<file path="config.mk">
export PLATFORM = sky130hd
export DESIGN_NAME = regfile_wb_arbiter_flat
export DESIGN_NICKNAME = d
export VERILOG_FILES = /design/src/rtl/regfile_wb_if.sv /design/src/rtl/regfile_wb_arbiter.sv /design/src/flat_wrapper.sv
export SDC_FILE = /design/constraint.sdc
export NUM_CORES = 1
export LEC_CHECK = 0
export CAP_MARGIN = 0
export CORE_UTILIZATION = 41
export DETAILED_ROUTE_END_ITERATION = 10
export HOLD_SLACK_MARGIN = 0.06
export PLACE_DENSITY = 0.92
export SLEW_MARGIN = 5
export SYNTH_ARGS = -nofsm -noshare
export SYNTH_HDL_FRONTEND = slang
export SYNTH_SLANG_ARGS = --single-unit
</file>
<file path="constraint.sdc">
create_clock -name clk -period 3.5 [get_ports clk]
set_input_delay 0.7 -clock clk [delete_from_list [all_inputs] [get_ports clk]]
set_output_delay 0.7 -clock clk [all_outputs]
set_load 0.05 [all_outputs]
</file>
<file path="src/rtl/regfile_wb_if.sv">
// Writeback bus between the two requesters, the issue/decode logic and the
// register-file write-port arbiter.
interface regfile_wb_if #(
  parameter int DATA_W   = 8,
  parameter int ADDR_W   = 3,
  parameter int NUM_REGS = 8
);
  logic                alu_valid;
  logic [ADDR_W-1:0]   alu_dest;
  logic [DATA_W-1:0]   alu_data;
  logic                alu_ready;
  logic                ld_valid;
  logic [ADDR_W-1:0]   ld_dest;
  logic [DATA_W-1:0]   ld_data;
  logic                ld_ready;
  logic                issue_valid;
  logic [ADDR_W-1:0]   issue_dest;
  logic [ADDR_W-1:0]   rs1_ptr;
  logic [ADDR_W-1:0]   rs2_ptr;
  logic                rs1_used;
  logic                rs2_used;
  logic                flush;
  logic                RegWrite;
  logic [ADDR_W-1:0]   Register_Destination;
  logic [DATA_W-1:0]   data_in;
  logic                hazard;
  logic [NUM_REGS-1:0] pend_mask;

  modport master (
    output alu_valid, alu_dest, alu_data, ld_valid, ld_dest, ld_data,
           issue_valid, issue_dest, rs1_ptr, rs2_ptr, rs1_used, rs2_used, flush,
    input  alu_ready, ld_ready, RegWrite, Register_Destination, data_in,
           hazard, pend_mask
  );

  modport slave (
    input  alu_valid, alu_dest, alu_data, ld_valid, ld_dest, ld_data,
           issue_valid, issue_dest, rs1_ptr, rs2_ptr, rs1_used, rs2_used, flush,
    output alu_ready, ld_ready, RegWrite, Register_Destination, data_in,
           hazard, pend_mask
  );
endinterface

</file>
<file path="src/rtl/regfile_wb_arbiter.sv">
// Round-robin arbiter for the register-file write port (ALU vs. load path)
// with a registered write stage and a pending-write scoreboard for decode stalls.
//
//   state   | meaning
//   PRI_ALU | ALU path wins when both requesters are valid
//   PRI_LD  | load path wins when both requesters are valid
module regfile_wb_arbiter #(
  parameter int DATA_W   = 8,
  parameter int ADDR_W   = 3,
  parameter int NUM_REGS = 8
) (
  input logic         clk,
  input logic         rst_n,
  regfile_wb_if.slave bus
);

  typedef enum logic {PRI_ALU = 1'b0, PRI_LD = 1'b1} rr_t;

  rr_t                 rr_q, rr_d;
  logic                alu_gnt, ld_gnt, xfer;
  logic [ADDR_W-1:0]   gnt_dest;
  logic [DATA_W-1:0]   gnt_data;
  logic                reg_write;
  logic [ADDR_W-1:0]   reg_dest;
  logic [DATA_W-1:0]   reg_data;
  logic [NUM_REGS-1:0] pend, pend_d;

  always_ff @(posedge clk or negedge rst_n) begin
    if (!rst_n) rr_q <= PRI_ALU;
    else        rr_q <= rr_d;
  end

  // Grants are masked by reset so neither requester sees ready while held in reset.
  always_comb begin
    alu_gnt  = 1'b0;
    ld_gnt   = 1'b0;
    rr_d     = rr_q;
    gnt_dest = bus.alu_dest;
    gnt_data = bus.alu_data;
    if (rst_n) begin
      alu_gnt = bus.alu_valid && (!bus.ld_valid || rr_q == PRI_ALU);
      ld_gnt  = bus.ld_valid && (!bus.alu_valid || rr_q == PRI_LD);
    end
    if (ld_gnt) begin
      gnt_dest = bus.ld_dest;
      gnt_data = bus.ld_data;
    end
    case (rr_q)
      PRI_ALU: if (alu_gnt) rr_d = PRI_LD;
      PRI_LD:  if (ld_gnt)  rr_d = PRI_ALU;
      default: rr_d = PRI_ALU;
    endcase
    if (alu_gnt)     rr_d = PRI_LD;
    else if (ld_gnt) rr_d = PRI_ALU;
  end

  assign xfer = alu_gnt | ld_gnt;

  always_ff @(posedge clk or negedge rst_n) begin
    if (!rst_n) begin
      reg_write <= 1'b0;
      reg_dest  <= '0;
      reg_data  <= '0;
    end else begin
      reg_write <= xfer;
      if (xfer) begin
        reg_dest <= gnt_dest;
        reg_data <= gnt_data;
      end
    end
  end

  // Issue is applied after the writeback clear so a fresh producer keeps its bit.
  always_comb begin
    pend_d = pend;
    if (reg_write)       pend_d[reg_dest]       = 1'b0;
    if (bus.issue_valid) pend_d[bus.issue_dest] = 1'b1;
    if (bus.flush)       pend_d                 = '0;
  end

  always_ff @(posedge clk or negedge rst_n) begin
    if (!rst_n) pend <= '0;
    else        pend <= pend_d;
  end

  assign bus.alu_ready            = alu_gnt;
  assign bus.ld_ready             = ld_gnt;
  assign bus.RegWrite             = reg_write;
  assign bus.Register_Destination = reg_dest;
  assign bus.data_in              = reg_data;
  assign bus.pend_mask            = pend;
  assign bus.hazard = (bus.rs1_used & pend[bus.rs1_ptr]) |
                      (bus.rs2_used & pend[bus.rs2_ptr]);

endmodule

</file>
<file path="src/flat_wrapper.sv">
// flat-port wrapper written by rule: the top's interface ports become plain ports
module regfile_wb_arbiter_flat 
#(
  parameter int DATA_W   = 8,
  parameter int ADDR_W   = 3,
  parameter int NUM_REGS = 8
)
  (clk, rst_n, bus_alu_valid, bus_alu_dest, bus_alu_data, bus_ld_valid, bus_ld_dest, bus_ld_data, bus_issue_valid, bus_issue_dest, bus_rs1_ptr, bus_rs2_ptr, bus_rs1_used, bus_rs2_used, bus_flush, bus_alu_ready, bus_ld_ready, bus_RegWrite, bus_Register_Destination, bus_data_in, bus_hazard, bus_pend_mask);
  regfile_wb_if #(.DATA_W(DATA_W), .ADDR_W(ADDR_W), .NUM_REGS(NUM_REGS)) bus_i ();
  input logic clk;
  input logic rst_n;
  input wire logic [$bits(bus_i.alu_valid)-1:0] bus_alu_valid;
  input wire logic [$bits(bus_i.alu_dest)-1:0] bus_alu_dest;
  input wire logic [$bits(bus_i.alu_data)-1:0] bus_alu_data;
  input wire logic [$bits(bus_i.ld_valid)-1:0] bus_ld_valid;
  input wire logic [$bits(bus_i.ld_dest)-1:0] bus_ld_dest;
  input wire logic [$bits(bus_i.ld_data)-1:0] bus_ld_data;
  input wire logic [$bits(bus_i.issue_valid)-1:0] bus_issue_valid;
  input wire logic [$bits(bus_i.issue_dest)-1:0] bus_issue_dest;
  input wire logic [$bits(bus_i.rs1_ptr)-1:0] bus_rs1_ptr;
  input wire logic [$bits(bus_i.rs2_ptr)-1:0] bus_rs2_ptr;
  input wire logic [$bits(bus_i.rs1_used)-1:0] bus_rs1_used;
  input wire logic [$bits(bus_i.rs2_used)-1:0] bus_rs2_used;
  input wire logic [$bits(bus_i.flush)-1:0] bus_flush;
  output wire logic [$bits(bus_i.alu_ready)-1:0] bus_alu_ready;
  output wire logic [$bits(bus_i.ld_ready)-1:0] bus_ld_ready;
  output wire logic [$bits(bus_i.RegWrite)-1:0] bus_RegWrite;
  output wire logic [$bits(bus_i.Register_Destination)-1:0] bus_Register_Destination;
  output wire logic [$bits(bus_i.data_in)-1:0] bus_data_in;
  output wire logic [$bits(bus_i.hazard)-1:0] bus_hazard;
  output wire logic [$bits(bus_i.pend_mask)-1:0] bus_pend_mask;
  assign bus_i.alu_valid = bus_alu_valid;
  assign bus_i.alu_dest = bus_alu_dest;
  assign bus_i.alu_data = bus_alu_data;
  assign bus_i.ld_valid = bus_ld_valid;
  assign bus_i.ld_dest = bus_ld_dest;
  assign bus_i.ld_data = bus_ld_data;
  assign bus_i.issue_valid = bus_issue_valid;
  assign bus_i.issue_dest = bus_issue_dest;
  assign bus_i.rs1_ptr = bus_rs1_ptr;
  assign bus_i.rs2_ptr = bus_rs2_ptr;
  assign bus_i.rs1_used = bus_rs1_used;
  assign bus_i.rs2_used = bus_rs2_used;
  assign bus_i.flush = bus_flush;
  assign bus_alu_ready = bus_i.alu_ready;
  assign bus_ld_ready = bus_i.ld_ready;
  assign bus_RegWrite = bus_i.RegWrite;
  assign bus_Register_Destination = bus_i.Register_Destination;
  assign bus_data_in = bus_i.data_in;
  assign bus_hazard = bus_i.hazard;
  assign bus_pend_mask = bus_i.pend_mask;
  regfile_wb_arbiter #(.DATA_W(DATA_W), .ADDR_W(ADDR_W), .NUM_REGS(NUM_REGS)) u_core (.clk(clk), .rst_n(rst_n), .bus(bus_i));
endmodule
</file>
==> summary.md <==
| Metric | Value |
|---|---|
| Period utilisation layout | `83.03%` |
| Kind of critical path | `in2out` |
| FP Rows | `18` |
| Synth-to-layout area growth | `57.87%` |
| Pwr Total | `676.1 µW` |
| Final Setup Violations | `0` |
| Grt total ovfl | `0` |
| Worst Setup Start Kind | `primary input` |
| Filler cell count | `189` |
| Unique cell type count in the Yosys netlist | `24` |
| Post-DP HPWL | `2.711 mm` |
| Largest net degree at the start of global routing | `25` |
| Number of global-route vias before repair | `1,176` |
| Initial DRC Count | `34` |
| Worst slew pin tran | `0.6689 ns` |
| Peak supply drop | `0.3417 mV` |
| DRC viols | `0` |
| Clock sink count | `21` |
| ANT cells | `0` |
| Max-cap violations | `0` |
| Crit Path Max Fanout | `3` |
| Synth top area share | `45.60%` |
| Core Area | `2567 µm²` |
| DR vias | `1,280` |
| Leak pwr | `0.0007096 µW` |
| Io pins | `62` |
| Layout cell share with drive strength beyond 1 | `5.263%` |
| H-Tree Depth | `1` |
| DIE WIDTH | `55.02 µm` |
| Sequential element share of the synthesized area | `45.60%` |
| Post-Layout Inst Area | `1819 µm²` |
| Post-synth ARST share | `100.0%` |
| Post-synth EDFFs | `0` |
| Antenna violations before repair | `0` |
| Input/output buffers | `61` |
| Die height | `55.02 µm` |
| Top cell type by total area after synthesis | `dfrtp_1` |
| Main area contributors after synthesis | `dfrtp_1 (46%), o21ai_0 (7.8%), nand3_1 (6.5%), a31oi_1 (6.0%), nor2_1 (4.6%)` |
| Starting Density | `44.88%` |
| WL/cell | `15.60 µm` |
| Hold Path Class | `reg2reg` |
| Final TNS setup | `0 ns` |
| Hold Worst Slack | `0.5642 ns` |
| Most frequent cell after synthesis | `dfrtp_1` |
| Clock Skews | `0.009032 ns` |
| Dpl cell area | `1793 µm²` |
| Synthesized flop and latch total | `21` |
| Clock Latency Late Sink | `0.30 ns` |
| Critical path endpoint category | `output pin` |
| Nets | `230` |
| RD Place Congestion | `0.8500` |
| CTS tree | `yes` |
| Count of pins over their slew limit | `0` |
| Power Density | `371.7 nW/µm²` |
| Placed cell count | `216` |
| Clock root buffer master | `clkbuf_4` |
| Syn_area_per_cell | `8.797 µm²` |
| # hold bufs at CTS | `0` |
| Crit path time final | `2.906 ns` |
| Fmax | `344.1 MHz` |
| Slew headroom | `55.40%` |
| Total Routed Length | `3.431 mm` |
| CTS buffer count | `3` |
| Cts repair resizes | `0` |
| Antenna viol nets, final | `0` |
| Clock transition at the registers of the reported paths | `0.10 ns` |
| Post-synthesis instance total | `131` |
| Vias/cell | `5.818` |
| Global Route Usage Sum | `24.48%` |
| Crit path DAT | `2.21 ns` |
| Iteration count of the initial detailed-routing pass | `4` |
| First-pass GRT wire length | `5.161 mm` |
| Run status | `finished, final reports clean` |
| Syn. warnings | `0` |
| # Post-CTS Setup Buffers | `0` |
| Syn Nets | `170` |
| Post-Layout Cell Count | `220` |
| RSZ-0062 raised after global routing | `false` |
| Top FF cell, synth | `dfrtp_1` |
| Endpoints failing hold | `0` |
| Max Root-Sink Buffers | `2` |
| WP data required | `2.80 ns` |
| Full die area | `3027 µm²` |
| Commonest cells post-synth | `dfrtp_1 (21), o21ai_0 (18), nand3_1 (15)` |
| Post-synthesis cell area | `1152 µm²` |
[worst paths after layout]
kind                                  startpoint                                             end  cells after the start  slack, ns
setup / recovery                  bus_rs2_ptr[1]                                      bus_hazard                      5       0.59
hold / removal             u_core.rr_q$_DFF_PN0_                           u_core.rr_q$_DFF_PN0_                      1       0.56
setup reg to reg           u_core.rr_q$_DFF_PN0_               u_core.bus.data_in[7]$_DFFE_PN0P_                      3       2.10
hold reg to reg            u_core.rr_q$_DFF_PN0_                           u_core.rr_q$_DFF_PN0_                      1       0.56
max in group asynchronous                  rst_n  u_core.bus.Register_Destination[2]$_DFFE_PN0P_                      2       2.50
min in group asynchronous                  rst_n               u_core.bus.data_in[3]$_DFFE_PN0P_                      2       0.77
[cells by family (layout without fill, tap and decap cells)]
kind of cell | after synthesis | after routing | share of synthesized area [%]
AOI/OAI and AO/OA | 45 | 45 | 22.26
buffers and inverters | 9 | 68 | 3.474
DFF | 21 | 21 | 45.60
muxes | 6 | 6 | 7.926
and+or+nand+nor | 50 | 50 | 20.74
[area by class of cell]
type,count,area [µm²],area share (%)
Clock buffer,4,26.28,1.444
Inverter,2,7.507,0.4127
Multi-Input combinational cell,101,586.8,32.26
Sequential cell,21,525.5,28.89
Tap cell,30,37.54,2.063
Timing Repair Buffer,62,635.6,34.94
[through the flow]
step / util, % / setup slack, ns
2_1_floorplan: - / 0.8741
3_3_place_gp: 69.83 / 0.6396
3_5_place_dp: 69.83 / 0.5911
4_1_cts: 70.86 / 0.5862
5_1_grt: 70.86 / 0.5330
6_report: 70.86 / 0.5941
[where the power goes]
| group | switching [µW] | internal, µW | leakage [µW] | total [µW] |
|---|---|---|---|---|
| clock network | 68.3 | 44.4 | 0.0000150 | 113 |
| registers | 22.4 | 267 | 0.000257 | 289 |
| logic | 163 | 111 | 0.000438 | 274 |
| total | 254 | 422 | 0.000710 | 676 |
[cell usage in the layout, fill, tap and decap left out, types with 3 or more instances in the layout]
cell type        synthesis  layout
clkbuf_4                 0       3
o31ai_1                  3       3
o21ai_0                 18      18
nor2b_1                  6       6
dfrtp_1                 21      21
nand3_1                 15      15
a31oi_1                 11      11
clkdlybuf4s50_1          0      58
nand2_1                  8       8
nor2_1                  14      14
nand2b_1                 5       5
a21oi_1                  9       9
[layer usage]
metal	global-route usage (%)	vias up	part of all wire [%]	wire length, µm
li1	-	597	-	-
met1	25.17	601	37	1267
met2	46.18	78	51	1739
met3	6.831	4	11	386
met4	9.583	0	1.1	38
met5	0	-	0	0
[worst max-delay path, cell delays in order]
cell             delay [ns]
clkdlybuf4s50_1        0.54
mux4_2                 0.52
o22ai_1                0.16
o22ai_1                0.09
buf_4                  0.20
[flip-flops by register name, summed over array words and instances, names as in the netlist]
register	cells
u_core.rr_q	1
u_core.bus.data_in	8
u_core.bus.pend_mask	8
u_core.bus.Register_Destination	3
u_core.bus.RegWrite	1
Power figures use the tool's default switching activity.
==> RTL change 1: new RTL, same flow settings <==
`DATA_W` is set to 8 in 3 places; all go to 12.
--- a/src/rtl/regfile_wb_if.sv
+++ b/src/rtl/regfile_wb_if.sv
@@ -3,3 +3,3 @@
 interface regfile_wb_if #(
-  parameter int DATA_W   = 8,
+  parameter int DATA_W   = 12,
   parameter int ADDR_W   = 3,
--- a/src/rtl/regfile_wb_arbiter.sv
+++ b/src/rtl/regfile_wb_arbiter.sv
@@ -7,3 +7,3 @@
 module regfile_wb_arbiter #(
-  parameter int DATA_W   = 8,
+  parameter int DATA_W   = 12,
   parameter int ADDR_W   = 3,
--- a/src/flat_wrapper.sv
+++ b/src/flat_wrapper.sv
@@ -3,3 +3,3 @@
 #(
-  parameter int DATA_W   = 8,
+  parameter int DATA_W   = 12,
   parameter int ADDR_W   = 3,
Ports: changed (resized bus_alu_data, bus_data_in and bus_ld_data); port bits go from 62 to 74. No check against the original RTL was run, so the function may have changed too.
==> RTL change 1 against the unedited design <==
- wire length rose by 11%
- largest power group unchanged
- area after synthesis rose by 18%
- power rose by 20%
- critical path type unchanged
- sequential cell count rose by 4
- utilization fell by 1.1 points
- synthesized cell count rose by 17%
- final area rose by 19%
- setup slack got worse by 0.0059 ns
- non-clock buffer count rose by 15
==> RTL change 1: results <==
export IMPL_status="completed"
export IMPL_cts_resized=0
export IMPL_post_cts_buffers=0
export IMPL_port_buffers=73
export IMPL_finClkSkew_ns=0.008895
export IMPL_place_inst=265
export IMPL_place_gp_congestion=0.8056
export IMPL_clk_latency_ns=0.31
export IMPL_grt_antenna_before_repair=0
export IMPL_path_max_fanout=3
export IMPL_fill_cells=259
export IMPL_path_clk_slew_ns=0.13
export IMPL_whs_endpoint="u_core.rr_q"
export IMPL_yosys_top_cells_count="25 x dfrtp_1, 19 x nand3_1, 18 x nor2_1"
export IMPL_drt_initial_drc_count=55
export IMPL_cap_viol_max_count=0
export IMPL_nets=273
export IMPL_holdCritPathClass="flip-flop to flip-flop"
export IMPL_hpwl_um=2932
export IMPL_grt_total_usage=0.2524
export IMPL_grt_pass1_wl_um=6720
export IMPL_crit_slowest_cell="clkdlybuf4s50_1"
export IMPL_routedWlPerCell_um=14.18
export IMPL_ys_seq_area_frac=0.4613
export IMPL_antennaDiodeCount=0
export IMPL_drive_gt1_frac=0.07111
export IMPL_grt_start_max_net_pins=22
export IMPL_worstMarginPinSlew_ns=0.5779
export IMPL_h_tree_depth=1
export IMPL_r2r_start="u_core.rr_q"
export IMPL_yosys_most_used_dff="dfrtp_1"
export IMPL_first_pass_iters=4
export IMPL_ys_types=27
export IMPL_yosysWarnings=0
export IMPL_slowest_delay_ns=0.53
export IMPL_cts_buffer_depth=2
export IMPL_synth_area_per_cell_um2=8.865
export IMPL_placedInstanceArea_um2=2138
export IMPL_reg2reg_depth=3
export IMPL_clockRootBuffer="clkbuf_4"
export IMPL_rr_endpoint="u_core.bus.data_in[11]"
export IMPL_leakagePower_nw=0.8355
export IMPL_reg2reg_slack_ns=2.16
export IMPL_fin_crit_sh=0.8319
export IMPL_grt_pass1_vias=1487
export IMPL_holdPathStages=1
export IMPL_drt_total_wl_um=3814
export IMPL_vias_per_cell=5.398
export IMPL_syn_nets=200
export IMPL_peakVddDrop_v=0.0002948
export IMPL_synthTopCellsByArea="dfrtp_1 46%, nand3_1 7.0%, a31oi_1 6.9%, nor2_1 5.0%, o21ai_0 4.1%"
[RTL change 1: cell types whose count changed after synthesis, sizes merged]
cell,before,now
a31oi,11,15
dfrtp,21,25
nand3,15,19
nor2,14,18
o21ai,18,22
buf,5,8
and2b,0,1
clkbuf,2,1
nor2b,6,5
[RTL change 1: cells by family (layout without fill, tap and decap cells)]
group	count (synthesis)	count (layout)	share of synthesized area
simple gates	58	58	0.2039
compound gates	53	53	0.2269
flops	25	25	0.4613
buf+inv	11	83	0.04335
mux	6	6	0.06457
[RTL change 1: worst reg2reg max path: stages (launching register included)]
cell	delay [ns]
dfrtp_1	0.42
nand2b_1	0.50
nand3_1	0.16
a31oi_1	0.20
[RTL change 1: how the worst max path moves through the flow]
stage                               from  cells after the start  slack, ns    endpoint
after floorplan           bus_rs1_ptr[2]                      3       0.87  bus_hazard
after global placement    bus_rs2_ptr[1]                      5       0.63  bus_hazard
after detailed placement  bus_rs2_ptr[1]                      5       0.59  bus_hazard
after CTS                 bus_rs2_ptr[1]                      5       0.58  bus_hazard
after global routing      bus_rs2_ptr[1]                      5       0.54  bus_hazard
final                     bus_rs2_ptr[1]                      5       0.59  bus_hazard
[RTL change 1: cell type report]
type / count / area share
tap: 44 / 0.02543
sequential: 25 / 0.2890
multi-input combinational: 117 / 0.3104
inverter: 2 / 0.003468
timing repair buffer: 77 / 0.3595
clock buffer: 4 / 0.01214
[RTL change 1: report_power, final]
group | total [mW] | internal, mW | switching, mW
clock network | 0.124 | 0.0445 | 0.0799
registers | 0.345 | 0.319 | 0.0260
logic | 0.340 | 0.139 | 0.201
total | 0.810 | 0.503 | 0.307
[RTL change 1: routing by layer]
| metal | up-vias | track usage | routed length (um) |
|---|---|---|---|
| met5 | - | 0 | 0 |
| met4 | 0 | 0.07641 | 19 |
| met3 | 2 | 0.07424 | 390 |
| met2 | 65 | 0.4318 | 1862 |
| met1 | 685 | 0.3070 | 1542 |
| li1 | 700 | - | - |
[RTL change 1: metrics by stage]
step                power (mW)  setup WS (ns)  utilization  hold slack (ns)
floorplan               0.5418         0.8741            -           0.4044
global placement        0.6859         0.6263       0.6891           0.4913
detailed placement      0.6908         0.5855       0.6891           0.5027
CTS                     0.8158         0.5797       0.6976           0.5192
global route            0.8554         0.5439       0.6976           0.5352
finish                  0.8097         0.5882       0.6976           0.5265
==> RTL change 2: new RTL, same settings <==
Without the edit above. Make the reset (`rst_n`) synchronous in 3 clocked blocks.
--- a/src/rtl/regfile_wb_arbiter.sv
+++ b/src/rtl/regfile_wb_arbiter.sv
@@ -27,3 +27,3 @@
 
-  always_ff @(posedge clk or negedge rst_n) begin
+  always_ff @(posedge clk) begin
     if (!rst_n) rr_q <= PRI_ALU;
@@ -58,3 +58,3 @@
 
-  always_ff @(posedge clk or negedge rst_n) begin
+  always_ff @(posedge clk) begin
     if (!rst_n) begin
@@ -80,3 +80,3 @@
 
-  always_ff @(posedge clk or negedge rst_n) begin
+  always_ff @(posedge clk) begin
     if (!rst_n) pend <= '0;
Formal check against the unedited RTL: differs if rst_n is asserted again (counterexample within 4 cycles, from zero or initial values and one cycle with rst_n low); with rst_n held inactive, the same outputs for 10 cycles.
==> RTL change 2 against the unedited design <==
- sequential cell count unchanged
- final area decreased by 3.4%
- power decreased by 19%
- die area decreased by 3.9%
- setup slack got worse by 0.013 ns
- wire length decreased by 3.5%
- area after synthesis decreased by 4.0%
==> RTL change 2: results <==
export IMPL_wl_met3_um=271
export IMPL_vias=1255
export IMPL_drt_initial_drc_count=32
export IMPL_finClkSkew_ns=0.008116
export IMPL_cts_buffer_depth=2
export IMPL_cap_viol_max_count=0
export IMPL_reg2reg_slack_ns=2.12
export IMPL_p_seq_mw=0.261
export IMPL_routedWlPerCell_um=14.98
export IMPL_r2r_start="u_core.rr_q"
export IMPL_p_sw_mw=0.1738
export IMPL_wl_met1_um=1199
export IMPL_ys_types=29
export IMPL_grt_total_usage=0.2522
export IMPL_clockRootBuffer="clkbuf_4"
export IMPL_ys_seq_area_frac=0.3801
export IMPL_hpwl_um=2687
export IMPL_synth_adder_area_share=0
export IMPL_synth_compound_area_frac=0.2183
export IMPL_status="completed"
export IMPL_muxShareOfSynthArea=0.07919
export IMPL_relSlewSlack=0.6559
export IMPL_drive_gt1_frac=0.08377
export IMPL_synth_xor_xnor_area_share=0
export IMPL_rr_endpoint="u_core.bus.data_in[2]"
export IMPL_synth_top_family_by_area="simple AND/OR/NAND/NOR gates"
export IMPL_grt_pass1_wl_um=5161
export IMPL_grt_start_max_net_pins=17
export IMPL_place_gp_congestion=0.8689
export IMPL_holdCritPathClass="flip-flop to flip-flop"
export IMPL_fill_cells=201
export IMPL_grt_pass1_vias=1214
export IMPL_use_met1=0.2599
export IMPL_async_reset_ff_frac=0
export IMPL_grt_util_met3=0.04520
export IMPL_syn_nets=168
export IMPL_peakVddDrop_v=0.0002752
export IMPL_comb_power_mw=0.177
export IMPL_path_clk_slew_ns=0.10
export IMPL_cp_startpoint="bus_rs1_ptr[1]"
export IMPL_nets=231
export IMPL_leakagePower_nw=0.6187
export IMPL_cts_resized=0
export IMPL_synthTopCellsByArea="dfxtp_1 38%, or3b_1 8.7%, nand3_1 5.0%, o21ai_0 4.5%, mux4_2 4.1%"
export IMPL_use_met2=0.4650
export IMPL_h_tree_depth=1
export IMPL_reg2reg_depth=4
export IMPL_p_int_mw=0.3762
export IMPL_wl_met2_um=1696
export IMPL_yosys_top_cells_count="21 x dfxtp_1, 12 x nand2_1, 11 x nand3_1, 11 x or3b_1, 10 x o21ai_0"
export IMPL_cts_made_buffers=3
export IMPL_grt_antenna_before_repair=0
-- RTL change 2: cell types whose count changed after synthesis, sizes merged, moves of 5 or more --
cell   change
nor2       -7
nand2      +5
dfxtp     +21
o21ai      -7
or3b      +11
dfrtp     -21
-- RTL change 2: kinds of logic after synthesis --
group / count (synthesis)
compound gates: 38
buf+inv: 9
flops: 21
mux: 6
simple gates: 55
-- RTL change 2: per-stage QoR --
stage	area (um^2)	worst slack [ns]	hold slack [ns]	instances
after global placement	1730	0.6373	0.4599	217
after global routing	1757	0.5413	0.5002	221
after detailed placement	1730	0.5787	0.4676	217
after CTS	1757	0.5739	0.4872	221
after floorplan	1106	0.8720	0.4831	129
final	1757	0.5809	0.4846	221
-- RTL change 2: worst min path at each step --
stage                               start                    end  slack (ns)  cells after the start
global route        u_core.bus.data_in[6]  u_core.bus.data_in[6]        0.50                      2
CTS                 u_core.bus.data_in[3]  u_core.bus.data_in[3]        0.49                      2
global placement    u_core.bus.data_in[2]  u_core.bus.data_in[2]        0.46                      2
detailed placement  u_core.bus.data_in[3]  u_core.bus.data_in[3]        0.47                      2
finish              u_core.bus.data_in[6]  u_core.bus.data_in[6]        0.48                      2
floorplan                     u_core.rr_q            u_core.rr_q        0.48                      1
-- RTL change 2: worst max-delay path, stage by stage --
cell,delay [ns]
clkdlybuf4s50_1,0.53
mux4_2,0.53
nor2b_1,0.15
o22ai_1,0.10
buf_4,0.20
-- RTL change 2: cell type report --
class                           count  area (um^2)  share of cell area
Clock buffer                        4        26.28             0.01496
Inverter                            4        15.01            0.008547
Multi-Input combinational cell     99        639.4              0.3640
Sequential cell                    21        420.4              0.2393
Tap cell                           30        37.54             0.02137
Timing Repair Buffer               63        618.1              0.3519
